File: config.mk
export PLATFORM = sky130hd
export DESIGN_NAME = merge8_sync
export DESIGN_NICKNAME = d
export VERILOG_FILES = /design/src/rtl/merge8_sync.sv
export SDC_FILE = /design/constraint.sdc
export NUM_CORES = 1
export LEC_CHECK = 0
export ABC_AREA = 1
export CAP_MARGIN = 20
export CORE_ASPECT_RATIO = 0.6
export CORE_MARGIN = 8
export CORE_UTILIZATION = 40
export CTS_CLUSTER_SIZE = 12
export DETAILED_ROUTE_END_ITERATION = 8
export MAX_ROUTING_LAYER = met4
export PLACE_DENSITY = 0.72
export SLEW_MARGIN = 20
export SYNTH_ARGS = -nofsm -noshare
export SYNTH_HDL_FRONTEND = slang
export SYNTH_SLANG_ARGS = --single-unit
File: constraint.sdc
create_clock -name CLK -period 3.43 [get_ports CLK]
set_input_delay 0.686 -clock CLK [delete_from_list [all_inputs] [get_ports CLK]]
set_output_delay 0.686 -clock CLK [all_outputs]
set_load 0.005 [all_outputs]
File: src/rtl/merge8_sync.sv
// 2-to-1 packet merge for W-bit flits: round-robin head arbitration, the grant is held to the tail flit, and one origin token is emitted per packet.
// Latency: an accepted flit or token is visible on out_valid/s_valid the next cycle when its FIFO was empty; 1 flit/cycle while locked.
// Backpressure: a full out FIFO stalls every input; a full select FIFO stalls only new packet heads; readies never depend on out_ready/s_ready.
module merge8_sync #(
  parameter int W        = 9,
  parameter int TAIL_BIT = W - 1,
  parameter int ODEPTH   = 2,
  parameter int SDEPTH   = 2
) (
  input  logic         CLK,
  input  logic         _RESET,
  input  logic [W-1:0] in0_data,
  input  logic         in0_valid,
  output logic         in0_ready,
  input  logic [W-1:0] in1_data,
  input  logic         in1_valid,
  output logic         in1_ready,
  output logic [W-1:0] out_data,
  output logic         out_valid,
  input  logic         out_ready,
  output logic         s_data,
  output logic         s_valid,
  input  logic         s_ready
);

  typedef enum logic [1:0] {IDLE, LOCK0, LOCK1} state_t;

  state_t       state, state_nxt;
  logic         rr, rr_nxt;
  logic         any_vld;
  logic         win;
  logic [W-1:0] head_dat;
  logic         head_ok;
  logic         out_push_vld;
  logic [W-1:0] out_push_dat;
  logic         out_push_rdy;
  logic         s_push_vld;
  logic         s_push_rdy;

  // Head arbitration: a lone requester wins outright; on a tie the input
  // that did not win the previous packet goes next.
  assign any_vld  = in0_valid | in1_valid;
  assign win      = (in0_valid & in1_valid) ? ~rr : in1_valid;
  assign head_dat = win ? in1_data : in0_data;
  // A new packet needs room for both its first flit and its origin token.
  // Readies are forced low while reset is held.
  assign head_ok  = _RESET & out_push_rdy & s_push_rdy & any_vld;

  // State and round-robin pointer; the pointer starts at 1 so input 0 wins the first tie.
  always_ff @(posedge CLK or negedge _RESET) begin
    if (!_RESET) begin
      state <= IDLE;
      rr    <= 1'b1;
    end else begin
      state <= state_nxt;
      rr    <= rr_nxt;
    end
  end

  // Next-state, input readies and FIFO push controls.
  always_comb begin
    state_nxt    = state;
    rr_nxt       = rr;
    in0_ready    = 1'b0;
    in1_ready    = 1'b0;
    out_push_vld = 1'b0;
    out_push_dat = head_dat;
    s_push_vld   = 1'b0;
    case (state)
      IDLE: begin
        if (head_ok) begin
          in0_ready    = ~win;
          in1_ready    = win;
          out_push_vld = 1'b1;
          s_push_vld   = 1'b1;
          rr_nxt       = win;
          if (!head_dat[TAIL_BIT]) begin
            state_nxt = win ? LOCK1 : LOCK0;
          end
        end
      end
      LOCK0: begin
        if (_RESET && out_push_rdy) begin
          in0_ready    = 1'b1;
          out_push_dat = in0_data;
          out_push_vld = in0_valid;
          if (in0_valid && in0_data[TAIL_BIT]) begin
            state_nxt = IDLE;
          end
        end
      end
      LOCK1: begin
        if (_RESET && out_push_rdy) begin
          in1_ready    = 1'b1;
          out_push_dat = in1_data;
          out_push_vld = in1_valid;
          if (in1_valid && in1_data[TAIL_BIT]) begin
            state_nxt = IDLE;
          end
        end
      end
      default: begin
        state_nxt = IDLE;
      end
    endcase
  end

  merge8_fifo #(.W(W), .DEPTH(ODEPTH)) u_out_fifo (
    .CLK      (CLK),
    ._RESET   (_RESET),
    .push_vld (out_push_vld),
    .push_dat (out_push_dat),
    .push_rdy (out_push_rdy),
    .pop_vld  (out_valid),
    .pop_dat  (out_data),
    .pop_rdy  (out_ready)
  );

  merge8_fifo #(.W(1), .DEPTH(SDEPTH)) u_s_fifo (
    .CLK      (CLK),
    ._RESET   (_RESET),
    .push_vld (s_push_vld),
    .push_dat (win),
    .push_rdy (s_push_rdy),
    .pop_vld  (s_valid),
    .pop_dat  (s_data),
    .pop_rdy  (s_ready)
  );

endmodule

// Generic synchronous FIFO with registered storage and occupancy counter.
// Latency: a pushed entry is visible on pop_vld the cycle after the push when empty.
// Backpressure: push_rdy low at full, even if a pop happens the same cycle.
module merge8_fifo #(
  parameter int W     = 9,
  parameter int DEPTH = 2
) (
  input  logic         CLK,
  input  logic         _RESET,
  input  logic         push_vld,
  input  logic [W-1:0] push_dat,
  output logic         push_rdy,
  output logic         pop_vld,
  output logic [W-1:0] pop_dat,
  input  logic         pop_rdy
);

  localparam int PW = (DEPTH > 1) ? $clog2(DEPTH) : 1;
  localparam int CW = $clog2(DEPTH + 1);

  logic [W-1:0]  mem [DEPTH];
  logic [PW-1:0] wr_ptr;
  logic [PW-1:0] rd_ptr;
  logic [CW-1:0] count;
  logic          do_push;
  logic          do_pop;

  // Pointers wrap modulo DEPTH so non power-of-two depths work.
  function automatic logic [PW-1:0] ptr_inc(input logic [PW-1:0] p);
    return (p == PW'(DEPTH - 1)) ? '0 : p + PW'(1);
  endfunction

  assign push_rdy = (count < CW'(DEPTH));
  assign pop_vld  = (count != '0);
  assign pop_dat  = mem[rd_ptr];
  assign do_push  = push_vld & push_rdy;
  assign do_pop   = pop_vld & pop_rdy;

  // Pointer and occupancy update; push+pop together leaves count unchanged.
  always_ff @(posedge CLK or negedge _RESET) begin
    if (!_RESET) begin
      wr_ptr <= '0;
      rd_ptr <= '0;
      count  <= '0;
    end else begin
      if (do_push) begin
        wr_ptr <= ptr_inc(wr_ptr);
      end
      if (do_pop) begin
        rd_ptr <= ptr_inc(rd_ptr);
      end
      if (do_push && !do_pop) begin
        count <= count + CW'(1);
      end else if (!do_push && do_pop) begin
        count <= count - CW'(1);
      end
    end
  end

  // Storage write; contents need no reset since count gates visibility.
  always_ff @(posedge CLK) begin
    if (do_push) begin
      mem[wr_ptr] <= push_dat;
    end
  end

endmodule

# Word level (Yosys, flattened, before mapping)
# Memory sizes are Yosys's and may differ from the RTL's.
# Index checks and enable logic that the tools add are counted.
# Widths: inputs -> output; s select.
# word_totals
regBits,11
latch_bits,0
ram_bits,20
mem_bits_ro,0
input_bits,24
wordCells,92
n_memories,2
# memory_table
name,depth,width,read_ports,rd_clocked_by_memory_dff,wr,line_no,source
u_out_fifo.mem,2,9,1,0,1,152,logic [W-1:0] mem [DEPTH];
u_s_fifo.mem,2,1,1,0,1,152,
# classes
add_sub_neg,8
n_mul,0
n_div,0
n_lt_le_gt_ge,2
n_eq_ne,8
shift,0
muxes,35
bitwise,11
n_reduce_logical,18
# ops
cell,n
$mux 9,3
$mux 2,11
$pmux 9 s2,1
$mux 1,16
$ne 2x2->1 const B,6
$and 1x1->1,8
$reduce_bool 2->1,4
$logic_and 1x1->1,7
$pmux 2 s3,1
$reduce_and 6->1,1
$add 1x1->1 const B,4
$add 2x1->2 const B,2
$logic_not 1->1,4
$lt 2x2->1 const B,2
$pmux 1 s2,2
$sub 2x1->2 const B,2
$pmux 1 s3,1
$eq 2x1->1 const B,1
$eq 2x2->1 const B,1
$logic_not 2->1,1
$not 1->1,2
$reduce_and 2->1,1
$or 1x1->1,1

# Logic depth before layout (Yosys ltp)
# logic_depth
word_depth,11
ltp_mapped,13
depth_no_buf,12

# By module
# Synthesis repeated with hierarchy kept, for this count alone.
# unflattened
cells_unflattened,239
hier_area_um2,1886.8
# by_module_without_submodules
module,n_inst,cells_each,area_per_inst_um2,seq_area_each_um2
merge8_fifo at u_out_fifo,1,74,870.8,640.6
merge8_sync,1,132,703.2,76.3
merge8_fifo at u_s_fifo,1,33,312.8,160.2

# Worst setup path before layout
# No wires, ideal clock.
# synth_path
path_type,reg2reg
startpoint,register state[0]
endpoint,memory u_out_fifo.mem[1][0] (enable)
setup_time_ns,0.374
arrival_ns,1.629
required_ns,3.056
path_slack_ns,1.427
stages_incl_launch_ff,10
synth_period_minus_slack_ns,2.003
cell_sequence,dfrtp_1 -> inv_1 -> ha_1 -> buf_4 -> inv_1 -> nor2_4 -> nand2_1 -> nand2_2 -> nand2_2 -> nor2_1
# synth_via
elab_chain_cells,5
elab_cells_between_ends,7
# synth_lines
element,line_no,source
from (decl),28,"state_t state, state_nxt;"
from (signal assigned),55,state <= state_nxt;
"$eq 2x2->1, or another cell as far along",69,case (state)
$pmux 1 s3 *,69,
$and 1x1->1 *,167,assign do_push = push_vld & push_rdy;
$mux 1 *,193,if (do_push) begin
$mux 1 (implied by the code) *,194,mem[wr_ptr] <= push_dat;
to (decl),152,
# Mark *: on every way between the ends. The rest lies on a longest branch, timed or not.

# Worst setup path after layout
# layout_path
startpoint,input _RESET
endpoint,output in1_ready
# layout_via
elab_chain_cells,5
elab_cells_between_ends,7
# layout_lines
element,line_no,source
from (decl),11,"input logic _RESET,"
$and 1x1->1 (3 in a row),47,assign head_ok = _RESET & out_push_rdy & s_push_rdy & any_vld;
$mux 1,71,if (head_ok) begin
$pmux 1 s2 *,69,
to (decl),17,"output logic in1_ready,"
# Marked as above.

==> metrics.txt <==
count of yosys warnings during synthesis=0; clock power share=19.3%; initial antenna violation count=0; number of design-rule violations left by the first detailed-router iteration=112; number of top-level design ports=38; vias in the first global route=between 1,500 and 2,000; RD Place Congestion=0.8675; grt met1 use=approximately 17%; residual DRC count=0; die area=0.007185 sq mm; Bufs on Longest Clock Path=2; WP data required=around 2.7 ns; number of endpoints with negative hold slack in the final report=0; Gate power share=48.6%; Avg WL per Cell=roughly 14 um; Leak=1.115 nW; Avg Synthesized Cell Area=8.229 sq um; Worst EP arrival=2.35 ns; Synth top area share=32.15%; EDFF count, synth=20; first-pass iteration count of the detailed router=4; RSZ-0062 raised after global routing=false; met2 track demand over resource=between 20 and 25%; gate count of the mapped netlist=about 230; number of gates given a new drive strength after cts=0; Final TNS setup=0 ns; Clock H-tree levels=2; fraction of layout instances using a drive strength above 1=10.41%; post-layout net count=298; Detailed Route WL=4517 um; global routing usage summed across all routing layers=14.02%; f_max=0.3293 GHz; Die X=104.2 um; clock tree from TritonCTS=done; buffers inserted by post-CTS timing repair=0; cell depth of the worst min-delay path=1; total internal power=1.179 mW; dpl hpwl=3397 um; die height=68.94 um; IO Port Bufs=37; Power Total=1.919 mW; Power per Cell Area=approximately 800 mW/mm^2; CTS Root Cell=clkbuf_8; CTS Hold Buffers Added=0; met3 Resource Use GR=3.618%; placed cells=324; layer carrying the most global-route usage=met2; main combinational cell family by area after synthesis=simple AND/OR/NAND/NOR gates; clock net sink count=31; Worst setup EP type=primary output; wire length of the first global-routing pass=approximately 7500 um; Std-Cell Core Area=0.004541 sq mm; number of rows created at floorplan=19; type of the worst min-delay path=reg2reg; FF-to-FF path depth=12; final antenna diode count=0; Critical Setup Path Class=in2out; Peak supply drop=0.2656 mV; compound-cell area share of the yosys netlist=6.966%; Yosys reg bits=31; adder and majority gate portion of the synthesized area=4.019%; effective utilization at floorplan=41.14%; synth unique cells=28; period utilisation layout=between 80% and 90%; post-layout utilization of the core=53.04%; portion of total power attributed to sequential cells=between 30% and 40%; switching component of the power=0.7402 mW; slew at the pin closest to its max-slew limit=around 0.48 ns; Reg clk slew, reported paths=0.07 ns; multiplexer share of the synthesized area=0%; clock latency on the worst-skew pair=0.28 ns; switching power as a share of total power=38.57%; Synth area leaders=edfxtp_1 (32%), nand2_1 (16%), dfrtp_1 (13%); total via count after detailed routing=1,576; part of the Yosys area used for sequential elements=around 47%; final global-route overflow total=0; final worst path period need=3.037 ns; startpoint types=primary input; total clock buffers created by CTS=5; headroom to the max-slew limit=68.24%; Finished Layout Cells=around 330; Post-Synth XOR/XNOR Area=3.282%; area delta synth->final=28.94%; total count of max-transition violations in the final report=0; post-synthesis share of cell area spent on and, or, nand and nor gates=~29%; max-cap viol count=0; syn_nets=257; result of the run=complete, no violations; largest net degree at the start of global routing=20; total setup violations reported at the end of the flow=0; fraction of registers with async set or reset after synthesis=35.48%; remaining antenna violation count=0; most area-hungry cell type in the Yosys netlist=edfxtp_1; skew final=0.004890 ns; via density per instance=4.747; total standard cell area after synthesis=roughly 0.0019 sq mm; top_reg_cell synth=edfxtp_1; biggest fanout along the worst timing path=7
area by class of cell:
cell class | count | area [sq um]
fill | 417 | 2132
clock buffer | 6 | 82.58
clock inverter | 2 | 35.03
sequential | 31 | 877.1
tap | 63 | 78.83
timing repair buffer | 41 | 400.4
multi-input combinational | 156 | 810.8
inverter | 33 | 123.9
cell families after synthesis:
| group | after synthesis |
|---|---|
| buffers and inverters | 40 |
| adder cells (fa/ha/maj) | 6 |
| XOR/XNOR | 7 |
| AND/OR/NAND/NOR | 118 |
| flip-flops | 31 |
| AO/OA/AOI/OAI | 25 |
power by group through the flow:
stage / clock network [mW] / logic, mW / registers [mW]
final: 0.370 / 0.932 / 0.617
after global routing: 0.401 / 1.05 / 0.630
after CTS: 0.375 / 0.933 / 0.618
after detailed placement: 0 / 0.931 / 0.625
after global placement: 0 / 0.910 / 0.625
after floorplan: 0 / 0.640 / 0.594
critical path, stage by stage:
cell and delay, ns:
clkdlybuf4s50_1 0.56, inv_2 0.07, nor2_4 0.14, nand4_4 0.16
clkinv_1 0.10, nand2_1 0.07, o21ai_1 0.07, clkdlybuf4s50_1 0.51
registers in the layout (all words and copies together), names as in the netlist, 2 cells and up:
name,flops
u_s_fifo.mem,2
state,2
u_s_fifo.count,2
u_out_fifo.mem,18
u_out_fifo.count,2
per-layer routing:
metal	vias to the layer above	part of all wire, %
met5	-	0
met4	0	1.8
met3	9	4.6
met2	49	42
met1	717	51
li1	801	-
cell usage after synthesis, types with 3 or more instances:
library cell,number
buf_6,3
dfrtp_1,10
edfxtp_1,20
ha_1,6
inv_1,28
inv_2,3
nand2_1,79
nand2_2,4
nand3_1,19
nor2_1,6
nor2_4,3
o21ai_0,11
o21ai_1,9
xor2_1,5
path summary, 6_finish.rpt:
check                                         start                   to  slack (ns)
worst max register to register             state[0]  u_out_fifo.count[1]        1.14
min in group asynchronous                    _RESET             state[0]        0.84
worst min register to register  u_out_fifo.count[0]  u_out_fifo.count[0]        0.48
worst min-delay path            u_out_fifo.count[0]  u_out_fifo.count[0]        0.48
max in group asynchronous                    _RESET                   rr        2.37
worst max-delay path                         _RESET            in1_ready        0.39
stage by stage:
step | setup WS [ns] | area (sq um) | hold WS, ns
after floorplan | 1.427 | 1868 | 0.3904
after CTS | 0.3836 | 2409 | 0.4773
final | 0.3932 | 2409 | 0.4773
after global placement | 0.4261 | 2291 | 0.4582
after global routing | 0.2534 | 2409 | 0.4872
after detailed placement | 0.3886 | 2291 | 0.4638
placed cells by master, fill, tap and decap left out, drive strengths merged:
cell	n
nand4	3
xor2	5
buf	4
nor2	10
bufinv	1
clkdlybuf4s50	37
inv	31
o211ai	1
xnor2	2
dfrtp	10
nand3	21
nand2	84
clkbuf	6
ha	6
o22ai	2
clkinv	3
edfxtp	20
o21ai	20
dfstp	1
a21oi	2
(Power assumes the default switching activity.)
